File: config.mk
export PLATFORM = sky130hd
export DESIGN_NAME = mux_nway_scan
export DESIGN_NICKNAME = d
export VERILOG_FILES = /design/src/rtl/mux_nway_scan.sv
export SDC_FILE = /design/constraint.sdc
export NUM_CORES = 1
export LEC_CHECK = 0
export ABC_AREA = 0
export CAP_MARGIN = 20
export CORE_ASPECT_RATIO = 0.8
export CORE_MARGIN = 3
export CORE_UTILIZATION = 49
export CTS_CLUSTER_DIAMETER = 120
export DETAILED_ROUTE_END_ITERATION = 10
export GPL_TIMING_DRIVEN = 0
export PLACE_DENSITY_LB_ADDON = 0.1
export SLEW_MARGIN = 10
export SYNTH_ARGS = -nofsm -noshare
export SYNTH_HDL_FRONTEND = slang
export SYNTH_SLANG_ARGS = --single-unit
File: constraint.sdc
create_clock -name clk -period 5.3 [get_ports clk]
set_clock_uncertainty 0.2 [all_clocks]
set_input_delay 0.795 -clock clk [delete_from_list [all_inputs] [get_ports clk]]
set_output_delay 0.795 -clock clk [all_outputs]
set_load 0.1 [all_outputs]
File: src/rtl/mux_nway_scan.sv
// mux_nway_scan: N-way W-bit mux with registered valid/ready output.
// Direct mode forwards sel; scan mode round-robins enabled channels, DWELL beats each.
module mux_nway_scan #(
  parameter int WIDTH = 16,
  parameter int WAYS  = 8,
  parameter int SEL_W = 3,
  parameter int DWELL = 4
) (
  input  logic                  clk,
  input  logic                  rst_n,
  input  logic [WAYS*WIDTH-1:0] in_bus,
  input  logic [SEL_W-1:0]      sel,
  input  logic                  mode,
  input  logic [WAYS-1:0]       chan_en,
  output logic [WIDTH-1:0]      out,
  output logic [SEL_W-1:0]      out_sel,
  output logic                  out_valid,
  input  logic                  out_ready
);
  typedef enum logic {IDLE, SCAN} state_t;
  state_t            state_q, state_d;
  logic [SEL_W-1:0]  ptr_q, ptr_d, osel_q, osel_d, low_en, nxt_en;
  logic [7:0]        dcnt_q, dcnt_d;
  logic [WIDTH-1:0]  out_q, out_d;
  logic              valid_q, valid_d, load, last;
  logic [WIDTH-1:0]  ch [WAYS];

  for (genvar k = 0; k < WAYS; k++) begin : g_ch
    assign ch[k] = in_bus[k*WIDTH +: WIDTH];
  end

  always_comb begin
    low_en = '0;
    for (int i = WAYS-1; i >= 0; i--)
      if (chan_en[SEL_W'(i)]) low_en = SEL_W'(i);
  end

  // Search descending so the nearest enabled channel above ptr wins; falls back to ptr itself.
  always_comb begin
    nxt_en = ptr_q;
    for (int i = WAYS-1; i >= 1; i--)
      if (chan_en[SEL_W'((int'(ptr_q) + i) % WAYS)]) nxt_en = SEL_W'((int'(ptr_q) + i) % WAYS);
  end

  assign load = !valid_q || out_ready;
  assign last = dcnt_q == 8'(DWELL-1);

  always_comb begin
    state_d = state_q;
    ptr_d   = ptr_q;
    dcnt_d  = dcnt_q;
    out_d   = out_q;
    osel_d  = osel_q;
    valid_d = valid_q;
    if (load) begin
      if (!mode) begin
        out_d   = int'(sel) < WAYS ? ch[sel] : '0;
        osel_d  = sel;
        valid_d = 1'b1;
        state_d = IDLE;
        ptr_d   = '0;
        dcnt_d  = '0;
      end else if (chan_en == '0) begin
        valid_d = 1'b0;
        state_d = IDLE;
        ptr_d   = '0;
        dcnt_d  = '0;
      end else if (state_q == IDLE) begin
        valid_d = 1'b0;
        state_d = SCAN;
        ptr_d   = low_en;
        dcnt_d  = '0;
      end else if (!chan_en[ptr_q]) begin
        valid_d = 1'b0;
        ptr_d   = nxt_en;
        dcnt_d  = '0;
      end else begin
        out_d   = ch[ptr_q];
        osel_d  = ptr_q;
        valid_d = 1'b1;
        dcnt_d  = last ? 8'd0 : dcnt_q + 8'd1;
        ptr_d   = last ? nxt_en : ptr_q;
      end
    end
  end

  always_ff @(posedge clk or negedge rst_n) begin
    if (!rst_n) begin
      state_q <= IDLE;
      ptr_q   <= '0;
      dcnt_q  <= '0;
      out_q   <= '0;
      osel_q  <= '0;
      valid_q <= 1'b0;
    end else begin
      state_q <= state_d;
      ptr_q   <= ptr_d;
      dcnt_q  <= dcnt_d;
      out_q   <= out_d;
      osel_q  <= osel_d;
      valid_q <= valid_d;
    end
  end

  assign out       = out_q;
  assign out_sel   = osel_q;
  assign out_valid = valid_q;
endmodule

* Yosys cells after proc, flatten, opt, wreduce, memory -nomap -nowiden
Cells that the tools add are included.
Cells by class: add/sub/neg operators 8, order comparisons 10, equality and inequality tests 5, multiplexer cells 64, bitwise logic cells 2, reductions and logical operators 5
Operators with widths (count):
- $mux W16 | 8
- $bmux W16 S3 | 2
- $mux W3 | 20
- $mux W8 | 5
- $lt A3 B5 Y1 const B | 7
- $bmux W1 S3 | 8
- $mux W1 | 21
- $add A3 B3 Y3 const B | 4
- $add A8 B1 Y8 const B | 1
- $eq A8 B2 Y1 const B | 1
- $ge A4 B4 Y1 const B | 2
- $logic_not A8 Y1 | 1
- $not A3 Y4 | 2
- $add A3 B2 Y3 const B | 2
- $ne A5 B5 Y1 const B | 1
- $lt A3 B4 Y1 const B | 1
- $ne A2 B1 Y1 const B | 2
- $reduce_and A4 Y1 | 1
- $add A3 B1 Y3 const B | 1
- $ne A2 B2 Y1 const B | 1
- $reduce_and A2 Y1 | 1
- $logic_not A1 Y1 | 1
- $logic_or A1 B1 Y1 | 1
Word-level totals: register bits 32, bits of input ports 143, output and inout port bits 20, word-level logic and storage cells 100

* Logic depth before layout (Yosys ltp)
Gate-level depths: netlist of the first run.
depth after elaboration 16, gate-level depth with buffers 13, gate-level depth less buffers 9

* Worst setup path before layout of the first run
Ideal clock, no wire load.
path kind reg2reg, from reg ptr_q[1], to reg ptr_q[1], setup time 64 ps, data arrival time 3010 ps, data required time 5036 ps, slack 2025 ps, cell stages (with the launch flop) 14, buffers on the path 4, period minus slack after synthesis 3275 ps, cell sequence dfrtp_1 buf_2 buf_2 inv_1 clkbuf_1 ha_1 buf_6 mux4_2 mux2i_1 nand4b_1 o41ai_2 o31ai_1 a311oi_1 a21o_1
Between the ends: word-level cells in the longest chain between the ends 16
RTL lines:
- start: declaration | line 22 | logic [SEL_W-1:0] ptr_q, ptr_d, osel_q, osel_d, low_en, nxt_en;
- start signal: assignment | line 97 | ptr_q <= ptr_d;
- $add A3 B3 Y3 | line 42 | if (chan_en[SEL_W'((int'(ptr_q) + i) % WAYS)]) nxt_en = SEL_W'((int'(ptr_q) + i) % WAYS);
- $bmux W1 S3 | line 42
- $mux W1 (not written as such) (2 in series) | line 42
- $mux W3 (7 in series) | line 42
- $mux W3 | line 82 | ptr_d = last ? nxt_en : ptr_q;
- $mux W3 | line 73 | end else if (!chan_en[ptr_q]) begin
- $mux W3 | line 68 | end else if (state_q == IDLE) begin
- $mux W3 | line 63 | end else if (chan_en == '0) begin
- $mux W3 | line 56 | if (!mode) begin
Parallel ways exist; a longest one is shown, timed or not. The select of a mux whose other input is x is not followed. A chain may end at the register's enable or synchronous reset.

* Worst setup path in the final report of the first run
Same ends and word-level chain as after synthesis.

==> results of run 1 <==
## placed cells by master (no fill, tap or decap), types with 2 or more instances in the layout
master / n
sky130_fd_sc_hd__nor2b_1: 3
sky130_fd_sc_hd__mux2_2: 8
sky130_fd_sc_hd__a31oi_1: 3
sky130_fd_sc_hd__nand3_1: 6
sky130_fd_sc_hd__dfrtp_1: 32
sky130_fd_sc_hd__nand2_1: 82
sky130_fd_sc_hd__clkdlybuf4s50_1: 158
sky130_fd_sc_hd__a21o_1: 4
sky130_fd_sc_hd__clkbuf_1: 15
sky130_fd_sc_hd__o211ai_1: 3
sky130_fd_sc_hd__ha_1: 3
sky130_fd_sc_hd__o21ai_0: 42
sky130_fd_sc_hd__mux2i_1: 32
sky130_fd_sc_hd__a221oi_1: 2
sky130_fd_sc_hd__nand2b_1: 7
sky130_fd_sc_hd__o31ai_1: 3
sky130_fd_sc_hd__buf_1: 5
sky130_fd_sc_hd__a21oi_1: 17
sky130_fd_sc_hd__mux4_2: 70
sky130_fd_sc_hd__buf_2: 14
sky130_fd_sc_hd__clkbuf_8: 6
sky130_fd_sc_hd__clkinv_2: 2
sky130_fd_sc_hd__nor2_1: 18
sky130_fd_sc_hd__and3_1: 3
sky130_fd_sc_hd__xor2_1: 2
sky130_fd_sc_hd__nor3_1: 2
sky130_fd_sc_hd__buf_6: 2
sky130_fd_sc_hd__and2_1: 2
sky130_fd_sc_hd__inv_1: 6
## worst max-delay path: cells and delay by family, from the launching register on
family | cells | cell delay (ns)
buffers and inverters | 5 | 1.29
multiplexers | 2 | 1.01
AO/OA/AOI/OAI | 4 | 0.66
flip-flops | 1 | 0.40
adder cells (fa/ha/maj) | 1 | 0.37
AND/OR/NAND/NOR | 1 | 0.21
## power breakdown
part	internal (mW)	switching (mW)	leakage [nW]	total [mW]
clock network	0.104	0.0937	0.0510	0.197
logic	0.847	1.38	1.83	2.22
registers	0.328	0.0579	0.410	0.386
total	1.28	1.53	2.29	2.81
## worst paths after layout
check / from / slack, ns / to
min reg2reg: out[11]$_DFFE_PN0P_ / 0.29 / out[11]$_DFFE_PN0P_
min in group asynchronous: rst_n / 0.35 / dcnt_q[3]$_DFFE_PN0N_
min: out[11]$_DFFE_PN0P_ / 0.29 / out[11]$_DFFE_PN0P_
max in group asynchronous: rst_n / 4.07 / out[6]$_DFFE_PN0P_
max reg2reg: ptr_q[1]$_DFFE_PN0P_ / 1.10 / ptr_q[1]$_DFFE_PN0P_
max: ptr_q[1]$_DFFE_PN0P_ / 1.10 / ptr_q[1]$_DFFE_PN0P_
## metrics by stage
step / setup slack, ns / instance area, um^2 / hold slack [ns] / util
finish: 1.10 / 5950 / 0.290 / 0.739
detailed placement: 1.23 / 5860 / 0.277 / 0.727
floorplan: 2.03 / 4130 / 0.268 / -
global route: 0.893 / 5950 / 0.312 / 0.738
CTS: 1.21 / 5950 / 0.291 / 0.738
global placement: 1.36 / 5860 / 0.259 / 0.728
## cell families (layout without fill, tap and decap cells)
| family | after synthesis | in the layout | synth area share |
|---|---|---|---|
| buf+inv | 43 | 210 | 0.0475 |
| other cells | 0 | 1 | 0 |
| fa+ha+maj | 3 | 3 | 0.00908 |
| compound gates | 81 | 81 | 0.118 |
| xor+xnor | 3 | 3 | 0.00636 |
| mux | 112 | 112 | 0.491 |
| flops | 32 | 32 | 0.194 |
| simple gates | 128 | 128 | 0.135 |
## registers in the layout, indices dropped and copies added (netlist names)
signal     cells
out           16
dcnt_q         8
out_sel        3
ptr_q          3
out_valid      1
state_q        1
## per-layer routing
layer  track usage  up-vias  share of wire
met5             0        -              0
met4        0.0849        0          0.025
met3        0.0707       42          0.097
met2         0.500      306           0.48
met1         0.421     2122           0.40
li1              -     1888              -
## area by class of cell
class / instances / area, um^2
multi-input combinational: 327 / 3140
fill: 597 / 2100
timing repair buffer: 159 / 1590
sequential: 32 / 801
buffer: 36 / 170
tap: 108 / 135
clock buffer: 6 / 82.6
inverter: 7 / 26.3
clock inverter: 2 / 10.0
antenna: 1 / 2.50
==> results list, run 1 <==
- Quantity of hold-fixing buffers added after cts: 0
- Counting cells, the worst reg-to-reg path comes to 13.
- Synthesized area: about 4100 um^2
* Leading cell type by number of instances after synthesis: sky130_fd_sc_hd__nand2_1
- Counting flops with an async set or reset pin after synthesis yields a share of 1.00.
- For this run, the detailed router's first-pass iteration total came to 5.
- Dividing the detail-routed wire length by the instance count gives 21.9 um.
* Clock period minus final worst setup slack: approximately 4.2 ns
- The cell sitting at the root of the clock tree is a sky130_fd_sc_hd__clkbuf_8.
- Sort of element at the start of the critical path: register
- Cell types with the largest area share after synthesis: sky130_fd_sc_hd__mux4_2 (38%), sky130_fd_sc_hd__dfrtp_1 (19%), sky130_fd_sc_hd__mux2i_1 (7.7%)
- For this run, the leading register cell type out of synthesis is sky130_fd_sc_hd__dfrtp_1.
* Share of the clock period used by the worst path after layout: 0.792
* Crit path kind: reg2reg
- Maximum root-to-sink buffer count: 2
* Input/output buffers: ~160
* Type of the worst min-delay path: reg2reg
* Number of distinct library cell variants in the gate-level netlist after synthesis: 43
- The first global-routing pass estimated approximately 23000 um of wire.
* Cell at the slowest stage of the critical path: sky130_fd_sc_hd__clkbuf_1
* Mean instance size in the synthesized netlist: roughly 10 um^2
- Grt ovf: 0
* Setup TNS: 0 ns
* Share of Yosys cell area claimed by the top area cell type: 0.381
- Number of antenna violations at the first check in global routing: 0
- Once layout is complete, the cells apart from fillers number a little under 700.
* Number of enable-type register cells in the synthesized netlist: 0
- Total count of max-transition violations in the final report: 0
* Post-CTS setup buffer count: 0
- Of the cells placed in the final design, the portion with a size suffix greater than 1 is 0.193.
* Cell accounting for the most synthesized area: sky130_fd_sc_hd__mux4_2
- Dividing total power by cell area gives a power density of ~470 nW/um^2.
* Highest ir drop seen on vdd: between 0.4 and 0.5 mV
* Final setup viols: 0
- After the last flow step, the layout net total stands at 714.
* Placed cell count: between 600 and 700
- CP max stage delay: between 0.5 and 0.6 ns
* Sequential fraction of the synthesis area: 0.194
- The later pin in the worst-skew pair is clocked with a latency of slightly below 0.3 ns.
- Clock sink count: 32
* Flop and latch count out of synthesis: 32
- The run finished with clean final reports.
- Max Freq: approximately 240 MHz
- Placeable core region: a little over 8000 um^2
- Starting DRT DRC Count: around 450
- STA puts the critical path data required time at 5.33 ns.
- The cell count after synthesis came out at around 400.
- Number of global-route vias before repair: approximately 4400
- Pin count of the biggest net entering global routing: 33
* CTS tree: done
- Crit Path Max Fanout: 10
* Y dimension of the die: between 80 and 90 um
* TritonCTS buffer count: 5
* Cell Rows: 29
- Via count: approximately 4400
- The count of final hold-check violations was 0.
- Routed vias/inst: 6.43
- Count of unresolved DRC violations after routing: 0
- After detailed routing, the total wire length is roughly 15000 um.
- Traced cell by cell, the critical path runs through buf_2 > buf_2 > inv_1 > clkbuf_1 > ha_1 > buf_6 > mux4_2 > mux2i_1 > nand4b_1 > o41ai_2 > o31ai_1 > a311oi_1 > a21o_1.
- DIE AREA: around 9600 um^2
- The count of nets left with antenna violations once routing finished came out at 0.
- H-tree lvl count: 2
- Effective utilization at floorplan: 0.513
- Ranked by instance count, the synthesized netlist is headed by sky130_fd_sc_hd__nand2_1 (82), sky130_fd_sc_hd__mux4_2 (70), sky130_fd_sc_hd__o21ai_0 (42).
- Placer Congestion: slightly below 0.9
- At the pin with the least slew margin, the transition time is 0.990 ns.
* Power after layout: between 2 and 3 mW
* Area overhead of the layout relative to synthesis: 43.9%
* Maxcap violations: 0
- GR Util All Layers: 0.308
- Counting instances, the worst hold path has a depth of 2.
- Clock-pin slew was measured on the worst setup and hold paths at about 0.070 ns.
- Detailed placement finished with a half-perimeter wire length of 12000 um.
* Chip Width: 109 um
* Number of cells upsized or downsized after cts: 0
- For this run, the number of Yosys warnings is 0.
* Number of top-level design ports: roughly 160
- In this run the tightest slew margin relative to its limit is 0.338.
- The worst setup path is captured at a register.
- RSZ-0062 raised after global routing: no
- Summed over all cells, the static leakage comes to 2.29 nW.
- Net count after synthesis: approximately 550
- The cell that appears most often on the critical path is sky130_fd_sc_hd__buf_2.
* WP data arrival: ~4.2 ns
(Power assumes the default switching activity.)
==> run 2: changes to the inputs <==
Settings changed: CORE_UTILIZATION 49 to 41.
Clock period 5.3 ns to 3.4 ns, I/O delays scaled along.
==> results list, run 2 (synthesized netlist as in run 1, its figures left out) <==
* Setup WS post-layout: 0.190 ns (-0.915 ns)
- The data required time of the worst path came to 3.41 ns (-1.92 ns).
* Number of cells traversed by the worst register-to-register path: 13 (unchanged)
- The overall routed net length came to 14400 um (-3.3%).
- The clock-pin slew on the worst setup and hold paths is 0.05 ns (-0.02 ns).
* CTS tree: done
* First-pass GRT wire length: 22100 um (-2.1%)
* Worst slack at placement: -0.510 ns (-1.74 ns)
* Final setup viols: 0 (unchanged)
- RSZ-0062 raised after global routing: no
- Number of nets with antenna violations after routing: 0 (unchanged)
* R2R Setup Slk: 0.19 ns (-0.91 ns)
- The starting utilization of the core area is 0.425 (-0.0883).
- The via count of the routed design was 4167 (-4.4%).
- The final estimated routing congestion in global placement is 0.942 (+6.0%).
* Largest register FFs: 16 (unchanged)
- The largest individual stage delay along the critical path comes from the cell sky130_fd_sc_hd__mux4_2.
- The number of nets in the final layout came to 718 (+0.56%).
* Number of top-level design ports: 163 (unchanged)
- The maximum fanout count along the critical path is 10 (unchanged).
- Chip Width: 118 um (+8.8%)
- Commonest cells after routing, fill and taps aside: sky130_fd_sc_hd__clkdlybuf4s50_1 (158), sky130_fd_sc_hd__nand2_1 (82), sky130_fd_sc_hd__mux4_2 (70), sky130_fd_sc_hd__o21ai_0 (42), sky130_fd_sc_hd__dfrtp_1 (32)
* Y dimension of the die: 95.8 um (+8.7%)
- Count of unresolved DRC violations after routing: 0 (unchanged)
- Run status: finished, final reports clean
- Critical Path End Type: register
* Combinational share of power: 0.765 (-0.027)
* Cell at the root of the clock tree: sky130_fd_sc_hd__clkbuf_16
- The total clock buffers created by CTS came to 5 (unchanged).
- Cell Rows: 32 (+10%)
- The total power divided by cell area is 758 nW/um^2 (+61%).
* Highest ir drop seen on vdd: 0.282 mV (-41%)
- The clock share of power was 0.107 (+0.037).
- Clock latency on the worst-skew pair: 0.27 ns (-0.02 ns)
- Antenna Cells: 0 (-1)
* Starting DRT DRC Count: 333 (-25%)
- Share of the clock period used by the worst path after layout: 0.944 (+0.153)
- Remaining max-slew budget at the tightest pin: 0.335 (-0.00352)
* Grt ovf: 0 (unchanged)
- The number of H-tree levels was 2 (unchanged).
- Number of global-route vias before repair: 4211 (-4.6%)
- The area of combinational cells with multiple inputs came to 3150 um^2 (+0.52%).
- Clock sink count: 32 (unchanged)
- The count of filler cells inserted in the layout was 813 (+36%).
- Sort of element at the start of the critical path: register
- Max Freq: 312 MHz (+31%)
* Maxcap violations: 0 (unchanged)
- Beginning of the worst register-to-register path: ptr_q[1]$_DFFE_PN0P_
* CP max stage delay: 0.58 ns (about the same)
- Sw Share: 0.513 (-0.0316)
* End of the critical path: ptr_q[1]$_DFFE_PN0P_
- In this run the worst setup path begins at ptr_q[1]$_DFFE_PN0P_.
- CP Cell Sequence: buf_6 > buf_12 > clkinvlp_4 > buf_6 > ha_1 > buf_6 > mux4_2 > mux2i_4 > nand4b_1 > o41ai_2 > o31ai_1 > a311oi_1 > a21o_1
- The floorplan core area was 9730 um^2 (+21%).
* Combined flip-flop and latch cell area: 801 um^2 (unchanged)
- Leakage power total: 2.35 nW (+2.3%)
- The total internal power was 2.26 mW (+77%).
* Total count of max-transition violations in the final report: 0 (unchanged)
- Final Hold Fails: 0 (unchanged)
- The switching power summed over all nets came to 2.38 mW (+56%).
- By startpoint and endpoint, the worst setup path is classified as reg2reg.
- The endpoint arrival time on the critical path was 3.22 ns (-1.00 ns).
- Placed cell count: 697 (+4.2%)
- GR Util All Layers: 0.249 (-0.0590)
* Hpwl dp: 11700 um (-2.5%)
- CP most frequent cell: sky130_fd_sc_hd__buf_6
- Flop pwr share: 0.129 (-0.008)
- The minimum clock period after layout is 3.21 ns (-0.985 ns).
- Routed length per placed instance: 20.3 um (-7.6%)
- The fraction of final layout cells with drive strength greater than 1 came to 0.204 (+0.0109).
* Endpoint of the worst-slack reg-to-reg timing path: ptr_q[1]$_DFFE_PN0P_
- The number of antenna violations at the first check in global routing is 0 (unchanged).
* Type of the worst min-delay path: in2async
- The routed via count divided by cell count was 5.88 (-8.6%).
- The maximum buffer depth of the clock tree was 2 (unchanged).
- The count of port buffers added during placement came to 159 (unchanged).
* Finished Layout Cells: 709 (+4.6%)
* Area overhead of the layout relative to synthesis: 48.4%
- Pin count of the biggest net entering global routing: 33 (unchanged)
- The total die area came to 11300 um^2 (+18%).
- First-pass detailed-route iteration total: 5 (unchanged)
* Commonest non-fill, non-tap cell in the layout: sky130_fd_sc_hd__clkdlybuf4s50_1
- The worst-margin pin slew was 0.995 ns (+0.00526 ns).
[run 2: worst max-delay path: cells and delay by family (launching register included)]
kind                       cells  cell delay [ns]
DFF                            1             0.39
muxes                          2             0.85
buffers and inverters          5             0.67
AOI/OAI and AO/OA              4             0.59
adders and majority gates      1             0.29
and+or+nand+nor                1             0.15
[run 2: final cells by class]
cell class	instances	area share
repair buffers	163	0.264
flip-flops and latches	32	0.131
inverters	7	0.00490
well taps	136	0.0277
clock inverters	2	0.00571
clock buffers	6	0.0210
multi-input cells	327	0.514
plain buffers	36	0.0324
[run 2: power groups by stage]
stage | Clock, mW | Sequential (mW) | Combinational, mW
after detailed placement | 0 | 0.599 | 3.40
after CTS | 0.503 | 0.598 | 3.48
after global routing | 0.516 | 0.613 | 3.79
final | 0.497 | 0.598 | 3.55
after floorplan | 0 | 1.39 | 1.75
after global placement | 0 | 0.597 | 3.37
[run 2: stage by stage]
step / hold WS (ns) / instance area (um^2) / setup TNS, ns / power, mW / util
after global routing: 0.166 / 6130 / 0 / 4.92 / 0.630
after detailed placement: 0.270 / 5890 / -1.41 / 4.00 / 0.605
after floorplan: 0.0144 / 4130 / 0 / 3.14 / -
after global placement: 0.262 / 5900 / -1.40 / 3.97 / 0.606
final: 0.0848 / 6130 / 0 / 4.65 / 0.630
after CTS: 0.110 / 6080 / 0 / 4.58 / 0.625
[run 2: repair_timing]
action | CTS | global route
hold buffers | 0 | 0
setup buffers | 0 | 4
pin swaps | 0 | 1
endpoints found under the setup margin | 3 | 3
resized for setup | 8 | 6
[run 2: worst min-delay path by stage]
stage,startpoint,end,slack (ns)
floorplan,rst_n,dcnt_q[0]$_DFFE_PN0N_,0.01
global placement,out[8]$_DFFE_PN0P_,out[8]$_DFFE_PN0P_,0.26
detailed placement,out[8]$_DFFE_PN0P_,out[8]$_DFFE_PN0P_,0.27
CTS,rst_n,dcnt_q[6]$_DFFE_PN0N_,0.11
global route,rst_n,dcnt_q[3]$_DFFE_PN0N_,0.17
finish,rst_n,dcnt_q[6]$_DFFE_PN0N_,0.08
[run 2: routing by layer]
| metal | vias to the layer above | track usage | wire [um] |
|---|---|---|---|
| met3 | 23 | 0.0582 | 1250 |
| met5 | - | 0 | 0 |
| met1 | 2021 | 0.340 | 6100 |
| met2 | 213 | 0.406 | 6760 |
| met4 | 0 | 0.0663 | 272 |
| li1 | 1910 | - | - |
==> run 3: changes to the inputs <==
Settings changed: REMOVE_ABC_BUFFERS set to 1.
==> results list, run 3 (synthesized netlist as in run 1, its figures left out) <==
- Area overhead of the layout relative to synthesis: 46.5%
- The largest individual stage delay along the critical path comes from the cell sky130_fd_sc_hd__mux4_2.
- The number of violations of the max-capacitance limit was 0 (unchanged).
- The final estimated routing congestion in global placement is 0.860 (-8.7%).
- Max Freq: 313 MHz (+0.36%)
- The remaining global-route overflow came to 0 (unchanged).
* CP Cell Sequence: buf_12 > inv_1 > ha_4 > mux4_2 > mux2i_4 > nand4b_1 > o41ai_2 > o31ai_1 > a311oi_1 > a21o_1
* Number of top-level design ports: 163 (unchanged)
- Via count: 4011 (-3.7%)
- TritonCTS buffer count: 5 (unchanged)
- Leakage power total: 2.28 nW (-2.6%)
- The global-route total usage across every layer was 0.238 (-0.0117).
- The count of port buffers added during placement came to 162 (+1.9%).
- The number of H-tree levels is 2 (unchanged).
- The final period utilization is 0.941 (-0.00339).
- Worst Max-Slew Pin Slew: 1.02 ns (+0.0278 ns)
- Final hold slack: 0.102 ns (+0.0173 ns)
- The routed via count divided by cell count came to 5.88 (about the same).
- Utilization after layout: 0.623 (-0.00784)
- Placeable core region: 9730 um^2 (unchanged)
* Flop pwr share: 0.151 (+0.022)
- The sink count of the clock tree was 32 (unchanged).
* Post-detailed-routing wire length: 13400 um (-6.8%)
- The clock-pin slew on the worst setup and hold paths is 0.06 ns (about the same).
* Area occupied by multi-input gates: 3170 um^2 (+0.40%)
- Setup repair after global routing left no endpoint under its margin.
- The post-detailed-route count of antenna-violating nets came to 0 (unchanged).
- First-pass GRT wire length: 21300 um (-3.6%)
- The total half-perimeter wirelength after legalization and detailed placement was 9980 um (-15%).
- Highest ir drop seen on vdd: 0.384 mV (+36%)
- The count of filler cells inserted in the layout was 822 (+1.1%).
* Antenna Cells: 0 (unchanged)
* CP max stage delay: 0.59 ns (about the same)
- Crit Path Max Fanout: 26 (+16)
- The count of final hold-check violations was 0 (unchanged).
- The fraction of final layout cells with drive strength greater than 1 was 0.207 (+0.00277).
- Pin count of the biggest net entering global routing: 39 (+18%)
- Effective utilization at floorplan: 0.425 (unchanged)
* Combinational share of power: 0.746 (-0.019)
- The worst setup path is captured at a register.
- WP data arrival: 3.21 ns (about the same)
- The data required time of the worst path came to 3.42 ns (about the same).
- The routed length on met3 came to 1150 um (-8.2%).
- Final non-filler cell area: 6060 um^2 (-1.2%)
* Final Net Count: 691 (-3.8%)
* Internal: 2.20 mW (-2.9%)
* Final setup viols: 0 (unchanged)
- Count of unresolved DRC violations after routing: 0 (unchanged)
* Detailed-routed wire length on met2: 6740 um (-0.31%)
- Power Dens Cells: 753 nW/um^2 (-0.58%)
* Cell Rows: 32 (unchanged)
* Chip Width: 118 um (unchanged)
- Setup TNS: 0 ns (unchanged)
* Type of the worst min-delay path: in2async
- First-pass detailed-route iteration total: 5 (unchanged)
- DIE AREA: 11300 um^2 (unchanged)
* Number of global-route vias before repair: 4085 (-3.0%)
- Starting DRT DRC Count: 278 (-17%)
- Run status: finished, final reports clean
- Y dimension of the die: 95.8 um (unchanged)
* Sw Share: 0.519 (+0.00558)
* Sort of element at the start of the critical path: register
* Routed length per placed instance: 19.7 um (-3.1%)
- The tree is rooted in a sky130_fd_sc_hd__clkbuf_16.
- Maximum root-to-sink buffer count: 2 (unchanged)
- P_sw: 2.37 mW (-0.75%)
* CTS tree: done
* Clock period minus final worst setup slack: 3.20 ns (-0.0115 ns)
* Instance area at placement: 5790 um^2 (-1.7%)
* Commonest cells after routing, fill and taps aside: sky130_fd_sc_hd__clkdlybuf4s50_1 (158), sky130_fd_sc_hd__nand2_1 (82), sky130_fd_sc_hd__mux4_2 (70), sky130_fd_sc_hd__o21ai_0 (42), sky130_fd_sc_hd__mux2i_1 (30)
- Uppermost metal layer occupied by signal nets: met4
- Number of antenna violations at the first check in global routing: 0 (unchanged)
* Combined flip-flop and latch cell area: 810 um^2 (+1.1%)
- Quantity of hold-fixing buffers added after cts: 0 (unchanged)
- The worst-skew pair later-pin latency is 0.28 ns (about the same).
- The clock share of power was 0.103 (-0.004).
* Largest register FFs: 16 (unchanged)
* Remaining max-slew budget at the tightest pin: 0.316 (-0.0186)
* Total count of max-transition violations in the final report: 0 (unchanged)
- The wire length on met1 came to 5350 um (-12%).
- Commonest non-fill, non-tap cell in the layout: sky130_fd_sc_hd__clkdlybuf4s50_1
- The setup path with the least slack is of type reg2reg.
==> run 3: changes by cell type in the layout (fill, tap and decap cells not counted), sizes merged <==
cell / delta
buf: -13
clkbuf: -13
clkinvlp: +1
clkinv: -1
bufinv: -1
==> run 3: critical path, delay by kind of cell, from the launching register on <==
kind / cells / cell delay (ns)
AND/OR/NAND/NOR: 1 / 0.15
AO/OA/AOI/OAI: 4 / 0.68
buffers and inverters: 2 / 0.42
flip-flops: 1 / 0.42
multiplexers: 2 / 0.85
adder cells (fa/ha/maj): 1 / 0.39
==> run 3: per-stage QoR <==
step | power [mW] | cells | setup WS [ns]
floorplan | 3.05 | 366 | -1.12
global placement | 3.86 | 664 | -2.35
detailed placement | 3.91 | 667 | -0.897
CTS | 4.54 | 680 | 0.111
global route | 4.82 | 682 | 0.0478
finish | 4.56 | 682 | 0.202
==> run 3: worst paths after layout <==
path	endpoint	cells after the start	slack, ns	startpoint
max reg2reg	ptr_q[1]$_DFFE_PN0P_	10	0.20	ptr_q[0]$_DFFE_PN0P_
min in group clk	out_sel[2]$_DFFE_PN0P_	2	0.28	out_sel[2]$_DFFE_PN0P_
max	ptr_q[1]$_DFFE_PN0P_	10	0.20	ptr_q[0]$_DFFE_PN0P_
min	out_sel[2]$_DFFE_PN0P_	1	0.10	rst_n
min reg2reg	out_sel[2]$_DFFE_PN0P_	2	0.28	out_sel[2]$_DFFE_PN0P_
max in group asynchronous	ptr_q[0]$_DFFE_PN0P_	1	2.32	rst_n
==> run 3: repair_timing <==
action                                  CTS  global route
endpoints found under the setup margin    3             2
gates resized for setup                   6             1
buffers inserted                          5             0
==> run 3: power by group through the flow <==
stage	logic, mW	clock network (mW)	registers, mW
after floorplan	1.47	0	1.57
after global placement	3.02	0	0.845
after detailed placement	3.12	0	0.786
after CTS	3.38	0.475	0.695
after global routing	3.61	0.493	0.715
final	3.41	0.469	0.688
==> run 3: per-layer routing <==
layer	vias up	global-route usage
li1	1849	-
met1	1966	0.297
met2	178	0.429
met3	18	0.0576
met4	0	0.0420
met5	-	0
==> run 3: cell type report <==
class	count	share of cell area
clock inverter	1	0.00124
tap	136	0.0281
sequential	32	0.134
multi-input combinational	327	0.523
inverter	7	0.00496
clock buffer	7	0.0235
timing repair buffer	172	0.286
